===== src/rtl/program_loader.sv =====
// program_loader: copies a boot ROM image into instruction memory, one word
// per WORD_PERIOD clocks, and holds the core in reset until a full image has
// been written.
//
// Ports:
//   clk         system clock
//   s_reset_n   asynchronous active-low reset
//   start_btn   raw load button (asynchronous level, synchronised here)
//   rom_addr    boot ROM read address (current word index)
//   rom_data    boot ROM read data, valid one clock after rom_addr
//   imem_we     instruction memory write strobe (one clock per word)
//   imem_addr   instruction memory write address
//   imem_wdata  instruction memory write data
//   core_hold   keeps the core in reset while high
//   busy        transfer in progress
//   done        last word written (sticky until the next load starts)
module program_loader #(
  parameter int unsigned ADDR_WIDTH  = 8,
  parameter int unsigned DATA_WIDTH  = 32,
  parameter int unsigned ROM_DEPTH   = 256,
  parameter int unsigned WORD_PERIOD = 8
) (
  input  logic                  clk,
  input  logic                  s_reset_n,
  input  logic                  start_btn,
  output logic [ADDR_WIDTH-1:0] rom_addr,
  input  logic [DATA_WIDTH-1:0] rom_data,
  output logic                  imem_we,
  output logic [ADDR_WIDTH-1:0] imem_addr,
  output logic [DATA_WIDTH-1:0] imem_wdata,
  output logic                  core_hold,
  output logic                  busy,
  output logic                  done
);

  typedef enum logic [2:0] {
    S_IDLE,
    S_ADDR,
    S_FETCH,
    S_WRITE,
    S_GAP,
    S_DONE
  } state_t;

  localparam int unsigned GAP_W = $clog2(WORD_PERIOD);
  // GAP lasts WORD_PERIOD-3 clocks; the counter runs 0 .. WORD_PERIOD-4.
  localparam logic [GAP_W-1:0] GAP_LAST =
    GAP_W'((WORD_PERIOD > 3) ? (WORD_PERIOD - 4) : 0);
  localparam logic [ADDR_WIDTH-1:0] K_LAST = ADDR_WIDTH'(ROM_DEPTH - 1);

  state_t                  state_q, state_d;
  logic                    sync1_q, sync1_d;
  logic                    sync2_q, sync2_d;
  logic                    prev_q,  prev_d;
  logic [ADDR_WIDTH-1:0]   k_q, k_d;
  logic [GAP_W-1:0]        gap_q, gap_d;
  logic [ADDR_WIDTH-1:0]   waddr_q, waddr_d;
  logic [DATA_WIDTH-1:0]   wdata_q, wdata_d;
  logic                    start_edge;

  // Rising edge of the synchronised button; prev_q is the registered copy.
  assign start_edge = sync2_q & ~prev_q;

  // State and datapath registers.
  always_ff @(posedge clk or negedge s_reset_n) begin
    if (!s_reset_n) begin
      state_q <= S_IDLE;
      sync1_q <= 1'b0;
      sync2_q <= 1'b0;
      prev_q  <= 1'b0;
      k_q     <= '0;
      gap_q   <= '0;
      waddr_q <= '0;
      wdata_q <= '0;
    end else begin
      state_q <= state_d;
      sync1_q <= sync1_d;
      sync2_q <= sync2_d;
      prev_q  <= prev_d;
      k_q     <= k_d;
      gap_q   <= gap_d;
      waddr_q <= waddr_d;
      wdata_q <= wdata_d;
    end
  end

  // Next-state and datapath logic.
  always_comb begin
    state_d = state_q;
    sync1_d = start_btn;
    sync2_d = sync1_q;
    prev_d  = sync2_q;
    k_d     = k_q;
    gap_d   = gap_q;
    waddr_d = waddr_q;
    wdata_d = wdata_q;
    case (state_q)
      S_IDLE, S_DONE: begin
        if (start_edge) begin
          state_d = S_ADDR;
          k_d     = '0;
        end
      end
      S_ADDR: state_d = S_FETCH;
      S_FETCH: begin
        state_d = S_WRITE;
        waddr_d = k_q;
        wdata_d = rom_data;
      end
      S_WRITE: begin
        gap_d = '0;
        if (k_q == K_LAST) begin
          state_d = S_DONE;
        end else if (WORD_PERIOD == 3) begin
          state_d = S_ADDR;
          k_d     = k_q + ADDR_WIDTH'(1);
        end else begin
          state_d = S_GAP;
        end
      end
      S_GAP: begin
        if (gap_q == GAP_LAST) begin
          state_d = S_ADDR;
          k_d     = k_q + ADDR_WIDTH'(1);
        end else begin
          gap_d = gap_q + GAP_W'(1);
        end
      end
      default: state_d = S_IDLE;
    endcase
  end

  // Outputs decoded from registered state only, so reset cannot glitch imem_we.
  always_comb begin
    imem_we   = (state_q == S_WRITE);
    busy      = (state_q == S_ADDR) || (state_q == S_FETCH) ||
                (state_q == S_WRITE) || (state_q == S_GAP);
    done      = (state_q == S_DONE);
    core_hold = (state_q != S_DONE);
  end

  assign rom_addr   = k_q;
  assign imem_addr  = waddr_q;
  assign imem_wdata = wdata_q;

endmodule


===== config.mk =====
export PLATFORM = sky130hd
export DESIGN_NAME = program_loader
export DESIGN_NICKNAME = d
export VERILOG_FILES = /design/src/rtl/program_loader.sv
export SDC_FILE = /design/constraint.sdc
export NUM_CORES = 1
export LEC_CHECK = 0
export ABC_CLOCK_PERIOD_IN_PS = 5200
export CAP_MARGIN = 20
export CORE_ASPECT_RATIO = 1.4
export CORE_MARGIN = 5
export CORE_UTILIZATION = 48
export DETAILED_ROUTE_END_ITERATION = 10
export PLACE_DENSITY = 0.85
export SKIP_LAST_GASP = 1
export SYNTH_ARGS = -nofsm -noshare
export SYNTH_HDL_FRONTEND = slang
export SYNTH_SLANG_ARGS = --single-unit

===== constraint.sdc =====
create_clock -name clk -period 5.2 [get_ports clk]
set_input_delay 1.04 -clock clk [delete_from_list [all_inputs] [get_ports clk]]
set_output_delay 1.04 -clock clk [all_outputs]
set_load 0.01 [all_outputs]

==> results.yml <==
status:
  status: "finished clean"
final_layout:
  layout-area-overhead-vs-synth_pct: 46.2
  nets: 306
  nFillCells: 346
  antenna-diode-count: 0
  drive_above_1_share_pct: 22.7
logic_synthesis:
  synth_edf_count: 0
  synth_top_cells_by_count: "57 x dfrtp_1, 37 x mux2_2, 8 x and3_1, 8 x nand3_1"
  ys_ff_latch: 57
  synth_top_cell_by_area: "dfrtp_1"
  ys.flop_type: "dfrtp_1"
  synth_cells: 179
  avgSynthCellArea_um2: 13.5
  synthTopCellsByArea: "dfrtp_1 59%, mux2_2 17%, and3_1 2.1%"
  yosysMostFrequentCell: "dfrtp_1"
  synth_seq_area_share_pct: 59.1
  yosysWarnings: 0
  async_flop_share_pct: 100
  synth_area_um2: 2410
  syn-num-nets: 217
  synth.distinct_cells: 37
  synth_top_area_share_pct: 59.1
drt:
  postRouteAntennaNets: 0
  vias: 1776
  drc: 0
  routedWlPerCell_um: 16.7
  routed_wl_mm: 5.64
  drtPass1Iterations: 5
  drtIter0Drc: 115
  vias_per_cell: 5.27
clock_network:
  postCtsHoldBufs: 0
  cts_buffers: 9
  ctsRootBufferMaster: "clkbuf_8"
  cts_tree: "built"
  clk_path_buf_depth: 2
  htree_levels: 3
  cts_sinks: 57
  clkTransAtPathRegs_ps: 70
  cts_resized: 0
  clock_latency_ps: 330
  cts_setup_buffers: 0
power_and_ir_drop:
  p_leak_nw: 1.56
  p_per_area_nw_per_um2: 549
  vdd_ir_drop_max_mv: 0.345
global_routing:
  track_usage_pct: 17.9
  grt_pass1_wl_mm: 9.05
  grt-ovfl-total: 0
  antenna_found_initial: 0
  grt_max_degree: 58
  grt_pass1_vias: 1940
worst_hold_path:
  min_path_type: "reg2reg"
sta:
  rsz0062_at_grt: "false"
  finalCriticalPeriod_ps: 3000
  worstMarginPinSlew_ps: 915
  setup-tns-final_ps: 0
  clock.fmax_mhz: 333
  period_share_pct: 57.8
  finalSetupViolations: 0
  hold_violations: 0
  max_slew_margin_pct: 39.0
  skew_ps: 6.57
  drv_slew: 0
  fin_ws_ps: 2200
worst_setup_path:
  worstSetupStartpointType: "register"
  end_kind: "output port"
  crit_required_ps: 4160
  worstSetupPathType: "reg2out"
  path_max_fanout: 13
  cp.arrival_ps: 1960
floorplan:
  fp.dieH_um: 93.9
  rows: 30
  die_area_um2: 6560
  core_area_um2: 4880
  io_pins: 87
  die_w_um: 69.9
  start_util_pct: 49.4
place:
  hpwl_mm: 3.94
  dp_slack_ps: 2560
  routabilityCongestion: 0.832
  port_buffers: 86
job:
  drv_cap: 0
[area by class of cell]
type                            instances  area, um2  share of cell area (%)
Tap cell                               64       80.1                    2.27
Multi-Input combinational cell        107        905                    25.7
Sequential cell                        57       1430                    40.5
Clock buffer                           11        151                    4.29
Inverter                                6       22.5                   0.639
Clock inverter                          5       77.6                    2.20
Timing Repair Buffer                   87        863                    24.5
[flip-flops by register name, indices dropped and copies added, names as in the netlist]
| name | flops |
|---|---|
| gap_q | 3 |
| prev_q | 1 |
| rom_addr | 8 |
| imem_wdata | 32 |
| state_q | 3 |
| prev_d | 1 |
| sync1_q | 1 |
| imem_addr | 8 |
[layer usage]
metal  track usage, %  up-vias  share of wire, %
met2             31.3       72                54
met1             18.0      877                36
met3             7.49       12               7.7
met4             9.42        0               2.8
met5                0        -                 0
li1                 -      815                 -
[layout by cell type, fill, tap and decap left out, types with 3 or more instances in the layout]
cell type / instances
clkdlybuf4s50_1: 85
dfrtp_1: 57
mux2_2: 37
clkbuf_8: 11
nand3_1: 8
and3_1: 7
a211o_1: 5
nor3_1: 5
inv_1: 4
a21oi_1: 4
nand2_1: 4
nor2_1: 3
mux2i_1: 3
o21ai_0: 3
mux2_1: 3
ha_1: 3
[kinds of logic (layout without fill, tap and decap cells)]
kind of cell,after synthesis,after routing,synth area share [%]
buf+inv,15,109,3.42
xor+xnor,2,2,0.726
fa+ha+maj,3,3,1.56
compound gates,20,20,5.91
flops,57,57,59.1
simple gates,39,39,9.34
mux,43,43,19.9
[power by group]
part	switching, mW	total [mW]	internal [mW]
Combinational	0.307	0.773	0.465
Sequential	0.103	0.700	0.597
Clock	0.170	0.464	0.294
[final timing paths]
path,from,end,slack (ps),depth (start not counted)
max in group asynchronous,s_reset_n,imem_wdata[16],3890,2
min reg2reg,sync1_q,prev_d,360,0
min,sync1_q,prev_d,360,0
min in group asynchronous,s_reset_n,prev_q,840,2
max,state_q[1],done,2200,4
max reg2reg,state_q[0],imem_wdata[21],3190,3
[critical path, cell delays in order (launching register included)]
cell and delay [ps]:
dfrtp_1 520, nand2b_1 250, or2_2 300, inv_1 50
clkdlybuf4s50_1 520
[stage by stage]
stage / hold WS [ps] / util, % / area [um2] / power (mW) / cells
CTS: 358 / 72.3 / 3530 / 1.97 / 337
finish: 361 / 72.3 / 3530 / 1.94 / 337
global placement: 332 / 67.6 / 3300 / 1.46 / 321
floorplan: 331 / - / 2410 / 1.12 / 179
global route: 378 / 72.3 / 3530 / 2.06 / 337
detailed placement: 343 / 67.6 / 3300 / 1.49 / 321
Power figures use the tool's default switching activity.
